## config.mk

```make
export PLATFORM = sky130hd
export DESIGN_NAME = fifo_wr_ctrl
export DESIGN_NICKNAME = d
export VERILOG_FILES = /design/src/rtl/fifo_wr_ctrl.sv
export SDC_FILE = /design/constraint.sdc
export NUM_CORES = 1
export LEC_CHECK = 0
export ABC_CLOCK_PERIOD_IN_PS = 7640
export CAP_MARGIN = 20
export CORE_MARGIN = 5
export CORE_UTILIZATION = 51
export CTS_CLUSTER_SIZE = 14
export DETAILED_ROUTE_END_ITERATION = 16
export PLACE_DENSITY = 0.82
export REMOVE_ABC_BUFFERS = 1
export SYNTH_ARGS = -nofsm -noshare
export SYNTH_HDL_FRONTEND = slang
export SYNTH_SLANG_ARGS = --single-unit
```

## constraint.sdc

```tcl
create_clock -name wclk -period 7.64 [get_ports wclk]
set_clock_uncertainty 0.15 [all_clocks]
set_input_delay 0.764 -clock wclk [delete_from_list [all_inputs] [get_ports wclk]]
set_output_delay 0.764 -clock wclk [all_outputs]
set_load 0.05 [all_outputs]
```

## src/rtl/fifo_wr_ctrl.sv

```systemverilog
// Write-side controller of the async FIFO: binary/gray write pointer, rptr synchroniser,
// and registered full / almost-full / free-count / sticky overflow flags in the wclk domain.
module fifo_wr_ctrl #(
    parameter int DEPTH       = 8,
    parameter int SYNC_STAGES = 2,
    parameter int AFULL_FREE  = 2,
    localparam int AW         = $clog2(DEPTH)
) (
    input  logic          wclk,
    input  logic          wrst_n,
    input  logic          winc,
    input  logic          wovf_clr,
    input  logic [AW:0]   rptr_gray,
    output logic [AW:0]   wptr_gray,
    output logic [AW-1:0] waddr,
    output logic          wen_mem,
    output logic          wfull,
    output logic          walmost_full,
    output logic [AW:0]   wfree,
    output logic          woverflow
);

    localparam logic [AW:0] DEPTH_W = (AW + 1)'(DEPTH);
    localparam logic [AW:0] AFULL_W = (AW + 1)'(AFULL_FREE);

    if ((DEPTH < 4) || ((DEPTH & (DEPTH - 1)) != 0)) begin : g_bad_depth
        $error("fifo_wr_ctrl: DEPTH must be a power of 2 and >= 4");
    end
    if ((SYNC_STAGES < 2) || (SYNC_STAGES > 4)) begin : g_bad_sync
        $error("fifo_wr_ctrl: SYNC_STAGES must be in 2..4");
    end
    if ((AFULL_FREE < 1) || (AFULL_FREE > DEPTH - 1)) begin : g_bad_afull
        $error("fifo_wr_ctrl: AFULL_FREE must be in 1..DEPTH-1");
    end

    logic [SYNC_STAGES-1:0][AW:0] sync_q;
    logic [AW:0]                  rq_sync;
    logic [AW:0]                  rbin_s;

    logic [AW:0] wbin_q, wbin_d;
    logic [AW:0] wgray_q, wgray_d;
    logic [AW:0] wfree_q, wfree_d;
    logic [AW:0] used_nxt;
    logic        wfull_q, wfull_d;
    logic        walmost_full_q, walmost_full_d;
    logic        woverflow_q, woverflow_d;
    logic        accept;

    // NOTE: state registers use non-blocking (<=) so every flop samples pre-edge values.
    always_ff @(posedge wclk or negedge wrst_n) begin
        if (!wrst_n) begin
            sync_q <= '0;
        end else begin
            sync_q <= {sync_q[SYNC_STAGES-2:0], rptr_gray};
        end
    end

    assign rq_sync = sync_q[SYNC_STAGES-1];

    // NOTE: every always_comb output gets a default first so no latch can be inferred.
    always_comb begin
        rbin_s = '0;
        for (int i = 0; i <= AW; i++) begin
            rbin_s[i] = ^(rq_sync >> i);
        end
    end

    always_comb begin
        accept         = winc & ~wfull_q;
        wbin_d         = wbin_q + {{AW{1'b0}}, accept};
        wgray_d        = wbin_d ^ (wbin_d >> 1);
        used_nxt       = wbin_d - rbin_s;
        wfree_d        = DEPTH_W - used_nxt;
        wfull_d        = (used_nxt == DEPTH_W);
        walmost_full_d = (wfree_d <= AFULL_W);
        // A write attempt while full must win over a simultaneous clear.
        woverflow_d    = (winc & wfull_q) | (woverflow_q & ~wovf_clr);
    end

    always_ff @(posedge wclk or negedge wrst_n) begin
        if (!wrst_n) begin
            wbin_q         <= '0;
            wgray_q        <= '0;
            wfree_q        <= DEPTH_W;
            wfull_q        <= 1'b0;
            walmost_full_q <= 1'b0;
            woverflow_q    <= 1'b0;
        end else begin
            wbin_q         <= wbin_d;
            wgray_q        <= wgray_d;
            wfree_q        <= wfree_d;
            wfull_q        <= wfull_d;
            walmost_full_q <= walmost_full_d;
            woverflow_q    <= woverflow_d;
        end
    end

    assign wptr_gray    = wgray_q;
    assign waddr        = wbin_q[AW-1:0];
    assign wen_mem      = accept;
    assign wfull        = wfull_q;
    assign walmost_full = walmost_full_q;
    assign wfree        = wfree_q;
    assign woverflow    = woverflow_q;

endmodule

```

# Yosys cells after proc, flatten, opt, wreduce, memory -nomap -nowiden
# Cells that the tools add are included.
# Widths: inputs -> output; s select.
[word_totals] output_inout_bits=15 memories=0 mem_bits_ro=0 latchBits=0 in_bits=8 ram_bits=0 register_bits=23
[op_classes] addsub=3 order_cmp=1 bitwise=7 n_div=0 shifts=0 mul=0 n_reduce_logical=4 mux=0 n_eq_ne=1
[op_table] op="$reduce_xor 4->1" count=4
[op_table] op="$add 4x1->4" count=1
[op_table] op="$eq 4x4->1 const B" count=1
[op_table] op="$le 4x2->1 const B" count=1
[op_table] op="$sub 4x4->4" count=1
[op_table] op="$sub 4x4->4 const A" count=1
[op_table] op="$xor 4x3->4" count=1
[op_table] op="$and 1x1->1" count=3
[op_table] op="$not 1->1" count=2
[op_table] op="$or 1x1->1" count=1

# Logic depth before layout (Yosys ltp)
# Gate-level depths: netlist of the first run.
[depth] word_depth=6 mapped_depth=11

# Worst setup path after synthesis of the first run
# Ideal clock, no wire load.
[synth_timing] kind="input port to flip-flop" start="in winc" end="reg walmost_full_q (netlist: walmost_full)" t_required_ps=7379 n_path_buf=0 t_arrival_ps=3437 setup_slack_ps=3941 setup_time_ps=111 path_stages=11 cell_sequence="nor2b_1 -> ha_1 -> ha_1 -> inv_1 -> xnor2_1 -> ha_1 -> a211oi_2 -> a21oi_2 -> xnor2_4 -> xnor2_1 -> a2111oi_2"
[synth_via] elab_chain_cells=5
[synth_rtl] element="from (decl)" line="11" rtl="input logic winc,"
[synth_rtl] element="$and 1x1->1" line="69" rtl="accept = winc & ~wfull_q;"
[synth_rtl] element="$add 4x1->4" line="70" rtl="wbin_d = wbin_q + {{AW{1'b0}}, accept};"
[synth_rtl] element="via wbin_d[1]" line="40" rtl="logic [AW:0] wbin_q, wbin_d;"
[synth_rtl] element="$sub 4x4->4" line="72" rtl="used_nxt = wbin_d - rbin_s;"
[synth_rtl] element="$sub 4x4->4" line="73" rtl="wfree_d = DEPTH_W - used_nxt;"
[synth_rtl] element="via wfree_d[2]" line="42" rtl="logic [AW:0] wfree_q, wfree_d;"
[synth_rtl] element="$le 4x2->1" line="75" rtl="walmost_full_d = (wfree_d <= AFULL_W);"
[synth_rtl] element="via walmost_full_d" line="45" rtl="logic walmost_full_q, walmost_full_d;"
[synth_rtl] element="to (signal assigned)" line="93" rtl="walmost_full_q <= walmost_full_d;"
[synth_rtl] element="to (decl)" line="45"
# The timed path passes the listed nets, and every way through them passes these cells.

# Worst setup path after layout of the first run
# Same ends and word-level chain as after synthesis.

==> results of run 1 <==
state kept, by name (all words and copies together), names as in the netlist:
| name | cells |
|---|---|
| wfree | 4 |
| sync_q | 4 |
| wfull | 1 |
| rq_sync | 4 |
| wbin_q | 4 |
| woverflow | 1 |
| walmost_full | 1 |
| wptr_gray | 3 |
path summary, 6_finish.rpt:
kind,startpoint,end,slack (ns),cells past startpoint
hold reg to reg,sync_q[2]$_DFF_PN0_,rq_sync[2]$_DFF_PN0_,0.21,0
setup reg to reg,rq_sync[3]$_DFF_PN0_,walmost_full$_DFF_PN0_,4.74,11
min in group asynchronous,wrst_n,woverflow$_DFF_PN0_,0.81,1
max in group asynchronous,wrst_n,rq_sync[1]$_DFF_PN0_,5.97,1
setup / recovery,winc,walmost_full$_DFF_PN0_,4.27,12
hold / removal,sync_q[2]$_DFF_PN0_,rq_sync[2]$_DFF_PN0_,0.21,0
stage by stage:
step,hold WS [ns],cells,cell area (um^2)
finish,0.210,121,1260
floorplan,0.181,70,973
global route,0.224,121,1260
detailed placement,0.187,117,1220
global placement,0.183,117,1220
CTS,0.213,121,1260
placed cells by master, fill, tap and decap left out, drive strengths merged:
| cell | instances |
|---|---|
| clkdlybuf4s50 | 22 |
| dfrtp | 21 |
| xnor2 | 11 |
| inv | 8 |
| ha | 6 |
| clkbuf | 4 |
| nor2 | 3 |
| nand2 | 3 |
| xor2 | 3 |
| nor2b | 2 |
| mux2i | 2 |
| o211ai | 2 |
| nand3 | 1 |
| clkinv | 1 |
| a211oi | 1 |
| a21oi | 1 |
| nor3 | 1 |
| nor3b | 1 |
| o21ai | 1 |
| a2111oi | 1 |
| dfstp | 1 |
synth_stat cells (all sizes together) (2+ instances only):
cell    number  share of area, %
nand2        3               1.2
nor2         3               1.2
o211ai       2               2.6
inv          8               3.1
ha           6               7.7
dfrtp       21                54
xnor2       11                13
nor2b        2               1.3
mux2i        2               2.1
xor2         3               3.5
per-layer routing:
| metal | global-route usage (%) | part of all wire, % |
|---|---|---|
| met5 | 0 | 0 |
| met3 | 2.77 | 6.9 |
| met2 | 23.8 | 52 |
| met4 | 10.2 | 2.5 |
| met1 | 15.7 | 39 |
area by class of cell:
cell class | count | area, um^2
clock buffer | 4 | 36.3
fill | 145 | 503
inverter | 9 | 33.8
multi-input combinational | 39 | 388
sequential | 22 | 552
tap | 25 | 31.3
timing repair buffer | 22 | 220
worst max-delay path, cell delays in order:
cell and delay, ns:
clkdlybuf4s50_1 0.41, nor2b_1 0.15, ha_1 0.21, ha_1 0.38
inv_1 0.14, xnor2_1 0.15, ha_1 0.24, a211oi_2 0.18
a21oi_2 0.09, xnor2_4 0.16, xnor2_1 0.17, a2111oi_2 0.37
cell families (layout without fill, tap and decap cells):
logic type | Yosys count | after routing | synth area share [%]
xor+xnor | 14 | 14 | 16.8
buf+inv | 9 | 35 | 3.47
compound gates | 6 | 6 | 6.81
fa+ha+maj | 6 | 6 | 7.71
mux | 2 | 2 | 2.06
simple gates | 11 | 11 | 6.43
flops | 22 | 22 | 56.7
==> summary.txt, run 1 <==
Global route
  • Vias in the first global route: 640
  • Pin count of the biggest net entering global routing: 23
  • GR Util All Layers: 14.1%
  • GRT Residual Overflow: 0
  • First-pass GRT wire length: 2760 um
  • Initial antenna violation count: 0

Floorplan
  • Initial Util: between 50% and 60%
  • Chip Width: 53.7 um
  • Die area: 0.00288 mm^2
  • Total I/O pin count: 23
  • FP Rows: 15
  • Die Y: 53.7 um
  • Core area: 0.00176 mm^2

Placed design
  • GP Congestion: between 0.7 and 0.8
  • PortBufs: 22
  • Dpl ws: 3.93 ns
  • HPWL after DPL: around 1300 um

Logic synthesis
  • Synth cell types: 22
  • Number of flops mapped to enable cells by yosys: 0
  • Main flop type after synthesis: dfrtp_1
  • Ys async rst share: between 90% and 100%
  • Seq/Total Area, Yosys: about 57%
  • Yosys warning total: 0
  • Mapped Cells: 70
  • Register bit total from synthesis: 22
  • Synthesized area: about 970 um^2
  • Mean Syn Cell Area: 13.9 um^2

Final layout
  • NumNets Final: 111
  • Fraction of layout cells with a size suffix above 1: 16.7%
  • Area growth syn-to-layout: 29.6%
  • Post-layout util: 71.5%
  • # diodes: 0

Worst setup path
  • Crit-path max FO: 5
  • CP Data Required Time: 7.69 ns
  • Setup crit end kind: flop
  • Worst EP arrival: 3.42 ns
  • Crit Path Class: in2reg
  • Startpoint Class: primary input

Clocking
  • CTS Buf Count: 3
  • Hold buffers post-CTS: 0
  • Setup bufs post-CTS: 0
  • H-tree depth: 1
  • PostCTS Resize Cnt: 0
  • Clock transition at the registers of the reported paths: ~0.11 ns
  • Clk_lat worst skew: 0.30 ns
  • CTS tree: done
  • Root buffer cell: clkbuf_4
  • CTS Sinks: 22
  • Max clock buf depth: 2

Timing
  • Final setup violation count: 0
  • Maximum clock frequency: 0.297 GHz
  • RSZ-0062 raised after global routing: no
  • Fin crit share: ~44%
  • Slew headroom: 39.0%
  • Hold Vio Cnt, Final: 0
  • Fin crit period: 3.37 ns
  • Setup TNS: 0 ns
  • Max Slew Vio Count: 0
  • Final setup margin: approximately 4.3 ns
  • Worst-Margin Slew: around 0.91 ns

Worst hold path
  • Hold crit path type: reg2reg

Drt
  • Number of iterations in the first detailed-routing pass: 4
  • Drt wl/cell: 12.7 um
  • Vias post-DR: between 500 and 600
  • DRC: 0
  • Post-DR vias/cell: 4.77
  • Antenna viol nets, final: 0
  • Initial drt markers: 2
  • Detailed Route WL: ~1500 um

Status
  • Run status: complete, no violations

Job
  • MaxCap Viol Count: 0
Power of run 1 is not shown: default switching activity piles up to over one toggle a cycle in this logic, so the estimate is an artifact.
==> run 2, diff against run 1 <==
Settings changed: ABC_CLOCK_PERIOD_IN_PS 7640 to 3300, CORE_UTILIZATION 51 to 47, PLACE_DENSITY 0.82 to 0.76.
Clock period 7.64 ns to 3.3 ns, I/O delays scaled along.
==> summary.txt, run 2 (same netlist as run 1, synthesis figures left out) <==
Final layout
  • Filler Cell Count: roughly 170
  • Commonest cells after routing, fill and taps aside: clkdlybuf4s50_1 (22), dfrtp_1 (21), inv_1 (8), xnor2_1 (8), ha_1 (6)
  • Commonest non-fill, non-tap cell in the layout: clkdlybuf4s50_1
  • # diodes: 0
  • Design area: between 0.001 and 0.0015 mm^2
  • Fraction of layout cells with a size suffix above 1: 16.7%
  • Area growth syn-to-layout: 29.8%
  • NumNets Final: 111

Worst setup path
  • Crit-path max FO: 5
  • Worst Setup EP: walmost_full$_DFF_PN0_
  • Origin of the critical flop-to-flop path: rq_sync[3]$_DFF_PN0_
  • Worst EP arrival: 2.90 ns
  • Critical Path Start: winc
  • Worst R2R End: walmost_full$_DFF_PN0_
  • R2R cell count: 10
  • Crit Path Class: in2reg
  • Startpoint Class: primary input
  • Setup crit end kind: flop
  • CP Data Required Time: 3.35 ns
  • Setup slack, reg-to-reg: around 0.52 ns

Placed design
  • GP Congestion: 0.728
  • PortBufs: 22
  • HPWL after DPL: 1220 um
  • Post-DP Area: 0.00123 mm^2

Drt
  • Post-DR vias/cell: 4.45
  • Vias post-DR: 547
  • DRC: 0
  • Antenna viol nets, final: 0
  • Number of iterations in the first detailed-routing pass: 3
  • Detailed Route WL: 1480 um
  • Initial drt markers: 2
  • Drt wl/cell: between 10 and 15 um

Clocking
  • Max clock buf depth: 2
  • CTS Sinks: 22
  • CTS tree: done
  • Clk_lat worst skew: 0.30 ns
  • H-tree depth: 1
  • Root buffer cell: clkbuf_4
  • Setup bufs post-CTS: 0
  • Hold buffers post-CTS: 0
  • PostCTS Resize Cnt: 0
  • CTS Buf Count: 3
  • Clock transition at the registers of the reported paths: 0.11 ns

Global route
  • Initial antenna violation count: 0
  • Most Crowded Layer GR: met2
  • GR Util All Layers: 11.2%
  • Grt met2 use: 17.7%
  • Grt met3 use: 3.73%
  • GRT Residual Overflow: 0
  • Pin count of the biggest net entering global routing: 23
  • First-pass GRT wire length: 2680 um
  • Met1 usage: 13.3%
  • Vias in the first global route: around 580

Timing
  • Final setup violation count: 0
  • Max Slew Vio Count: 0
  • Fin crit share: 86.2%
  • Hold Vio Cnt, Final: 0
  • Worst-Margin Slew: 0.900 ns
  • RSZ-0062 raised after global routing: no
  • Fin crit period: 2.85 ns
  • Slew headroom: between 30% and 40%
  • Maximum clock frequency: 0.351 GHz

Floorplan
  • Die Y: 55.5 um
  • Initial Util: 49.6%
  • FP Rows: 16
  • Total I/O pin count: 23
  • Die area: 0.00308 mm^2
  • Core area: 0.00196 mm^2
  • Chip Width: 55.5 um

Worst hold path
  • Hold crit path type: reg2reg

Job
  • MaxCap Viol Count: 0

Status
  • Run status: complete, no violations
-- run 2: final cells by class --
| cell class | count | area (um^2) | area share, % |
|---|---|---|---|
| sequential | 22 | 552 | 43.7 |
| multi-input combinational | 39 | 388 | 30.7 |
| timing repair buffer | 22 | 220 | 17.4 |
| clock buffer | 4 | 36.3 | 2.87 |
| inverter | 9 | 33.8 | 2.67 |
| tap | 27 | 33.8 | 2.67 |
-- run 2: worst min path at each step --
stage / from / to / cells past startpoint
detailed placement: sync_q[3]$_DFF_PN0_ / rq_sync[3]$_DFF_PN0_ / 0
global placement: sync_q[3]$_DFF_PN0_ / rq_sync[3]$_DFF_PN0_ / 0
finish: sync_q[3]$_DFF_PN0_ / rq_sync[3]$_DFF_PN0_ / 0
floorplan: wrst_n / rq_sync[0]$_DFF_PN0_ / 0
CTS: sync_q[2]$_DFF_PN0_ / rq_sync[2]$_DFF_PN0_ / 0
global route: sync_q[2]$_DFF_PN0_ / rq_sync[2]$_DFF_PN0_ / 0
-- run 2: stage by stage --
stage	setup slack [ns]	std cells	utilization (%)	setup TNS (ns)	hold WS, ns
after floorplan	-0.257	70	-	-0.272	-0.116
after global placement	0.158	119	62.6	0	0.182
after detailed placement	0.104	119	62.6	0	0.189
after CTS	0.429	123	64.4	0	0.222
after global routing	0.251	123	64.4	0	0.231
final	0.455	123	64.4	0	0.216
-- run 2: layer usage --
metal / share of wire, % / routed length, um
met4: 1.4 / 21
met2: 49 / 727
met5: 0 / 0
met3: 6.5 / 97
met1: 43 / 636
-- run 2: worst max-delay path, cell delays in order --
cell and delay [ns]:
clkdlybuf4s50_1 0.47, nor2b_1 0.19, ha_1 0.22, ha_1 0.30, inv_1 0.17, xnor2_1 0.10, ha_1 0.23, a211oi_2 0.17
a21oi_2 0.09, xnor2_4 0.16, xnor2_1 0.16, a2111oi_2 0.32
Power of run 2 is left out for the same reason.
==> run 3, diff against run 2 <==
Settings changed: CORE_UTILIZATION 47 to 59, DONT_BUFFER_PORTS from default to 1, PLACE_DENSITY 0.76 to 0.75.
==> summary.txt, run 3 (same netlist as run 1, synthesis figures left out) <==
Final layout
  • Multi-input combinational cell area: 388 um^2
  • # diodes: 0
  • FF+latch area: 552 um^2
  • Commonest cells after routing, fill and taps aside: dfrtp_1 (21), inv_1 (8), xnor2_1 (8)
  • Area growth syn-to-layout: 19.5%
  • Post-layout util: 75.5%
  • Fraction of layout cells with a size suffix above 1: between 20% and 30%
  • Filler Cell Count: 102
  • Commonest non-fill, non-tap cell in the layout: dfrtp_1
  • NumNets Final: 100

Global route
  • GRT Residual Overflow: 0
  • Vias in the first global route: 578
  • GR Util All Layers: about an eighth
  • Pin count of the biggest net entering global routing: 23
  • Initial antenna violation count: 0
  • First-pass GRT wire length: 2570 um

Drt
  • Detailed Route WL: between 1000 and 1500 um
  • Vias post-DR: between 500 and 600
  • Initial drt markers: 6
  • Post-DR vias/cell: 5.15
  • Number of iterations in the first detailed-routing pass: 6
  • Drt wl/cell: 14.3 um
  • DRC: 0
  • Antenna viol nets, final: 0

Timing
  • Final setup violation count: 0
  • Maximum clock frequency: 0.346 GHz
  • Final setup margin: 0.413 ns
  • Worst-Margin Slew: 0.572 ns
  • Slew headroom: 61.8%
  • Max Slew Vio Count: 0
  • Fin crit share: between 80% and 90%
  • RSZ-0062 raised after global routing: no
  • Fin crit period: 2.89 ns
  • Hold Vio Cnt, Final: 0

Placed design
  • Dpl ws: 0.476 ns
  • HPWL after DPL: 987 um
  • PortBufs: 0
  • GP Congestion: ~0.75

Worst hold path
  • Hold crit path type: reg2reg

Floorplan
  • Chip Width: about 51 um
  • Initial Util: 63.1%
  • Core area: between 0.0015 and 0.002 mm^2
  • Total I/O pin count: 23
  • Die area: 0.00256 mm^2
  • FP Rows: 14
  • Die Y: 50.6 um

Worst setup path
  • Setup crit end kind: flop
  • Worst EP arrival: slightly below 3 ns
  • Crit-path max FO: 6
  • CP Data Required Time: 3.35 ns
  • Crit Path Class: reg2reg
  • Startpoint Class: flop

Clocking
  • Root buffer cell: clkbuf_4
  • CTS tree: done
  • Max clock buf depth: 2
  • Clock transition at the registers of the reported paths: 0.12 ns
  • H-tree depth: 1
  • CTS Sinks: 22
  • CTS Buf Count: 3
  • PostCTS Resize Cnt: 0
  • Clk_lat worst skew: 0.30 ns

Status
  • Run status: complete, no violations

Job
  • MaxCap Viol Count: 0
==> run 3: changes by cell type in the layout (fill, tap and decap cells not counted) <==
cell	previous run	this run
bufinv_16	0	1
buf_4	0	3
clkbuf_16	0	1
dlygate4sd3_1	0	7
clkbuf_8	1	0
clkdlybuf4s50_1	22	0
==> run 3: worst paths after layout <==
kind | startpoint | end | slack, ns | cells past startpoint
setup / recovery | rq_sync[3]$_DFF_PN0_ | walmost_full$_DFF_PN0_ | 0.41 | 11
hold / removal | sync_q[1]$_DFF_PN0_ | rq_sync[1]$_DFF_PN0_ | 0.22 | 0
setup reg to reg | rq_sync[3]$_DFF_PN0_ | walmost_full$_DFF_PN0_ | 0.41 | 11
hold reg to reg | sync_q[1]$_DFF_PN0_ | rq_sync[1]$_DFF_PN0_ | 0.22 | 0
max in group asynchronous | wrst_n | wfree[3]$_DFF_PN1_ | 2.48 | 2
min in group asynchronous | wrst_n | wbin_q[1]$_DFF_PN0_ | 0.30 | 2
==> run 3: metrics by stage <==
step / hold WS, ns / TNS (ns) / instances / cell area (um^2)
2_1_floorplan: -0.116 / -0.272 / 70 / 973
3_3_place_gp: -0.115 / 0 / 89 / 1020
3_5_place_dp: -0.115 / 0 / 89 / 1020
4_1_cts: 0.222 / 0 / 100 / 1140
5_1_grt: 0.236 / 0 / 101 / 1160
6_report: 0.218 / 0 / 101 / 1160
==> run 3: layer usage <==
layer / global-route usage, % / up-vias / wire length [um]
li1: - / 254 / -
met1: 16.1 / 245 / 586
met2: 21.1 / 21 / 743
met3: 5.03 / 0 / 114
met4: 5.11 / 0 / 0
met5: 0 / - / 0
==> run 3: worst max-delay path: stages (launching register included) <==
cell,delay [ns]
dfrtp_1,0.44
xor2_2,0.35
xnor2_1,0.23
xnor2_1,0.16
ha_1,0.23
inv_1,0.07
ha_1,0.22
a211oi_2,0.18
a21oi_2,0.09
xnor2_4,0.16
xnor2_1,0.17
a2111oi_2,0.34
==> run 3: layout make-up <==
type	instances	share of cell area, %
tap	16	1.72
clock buffer	3	1.94
timing repair buffer	11	10.1
inverter	9	2.90
sequential	22	47.4
multi-input combinational	39	33.3
clock inverter	1	2.58
==> run 3: timing repair <==
item | CTS | global route
endpoints found under the setup margin | 0 | 0
hold buffers | 7 | 0
buffers inserted | 0 | 0
hold endpoints to repair | 27 | 0
Power of run 3 is left out for the same reason.
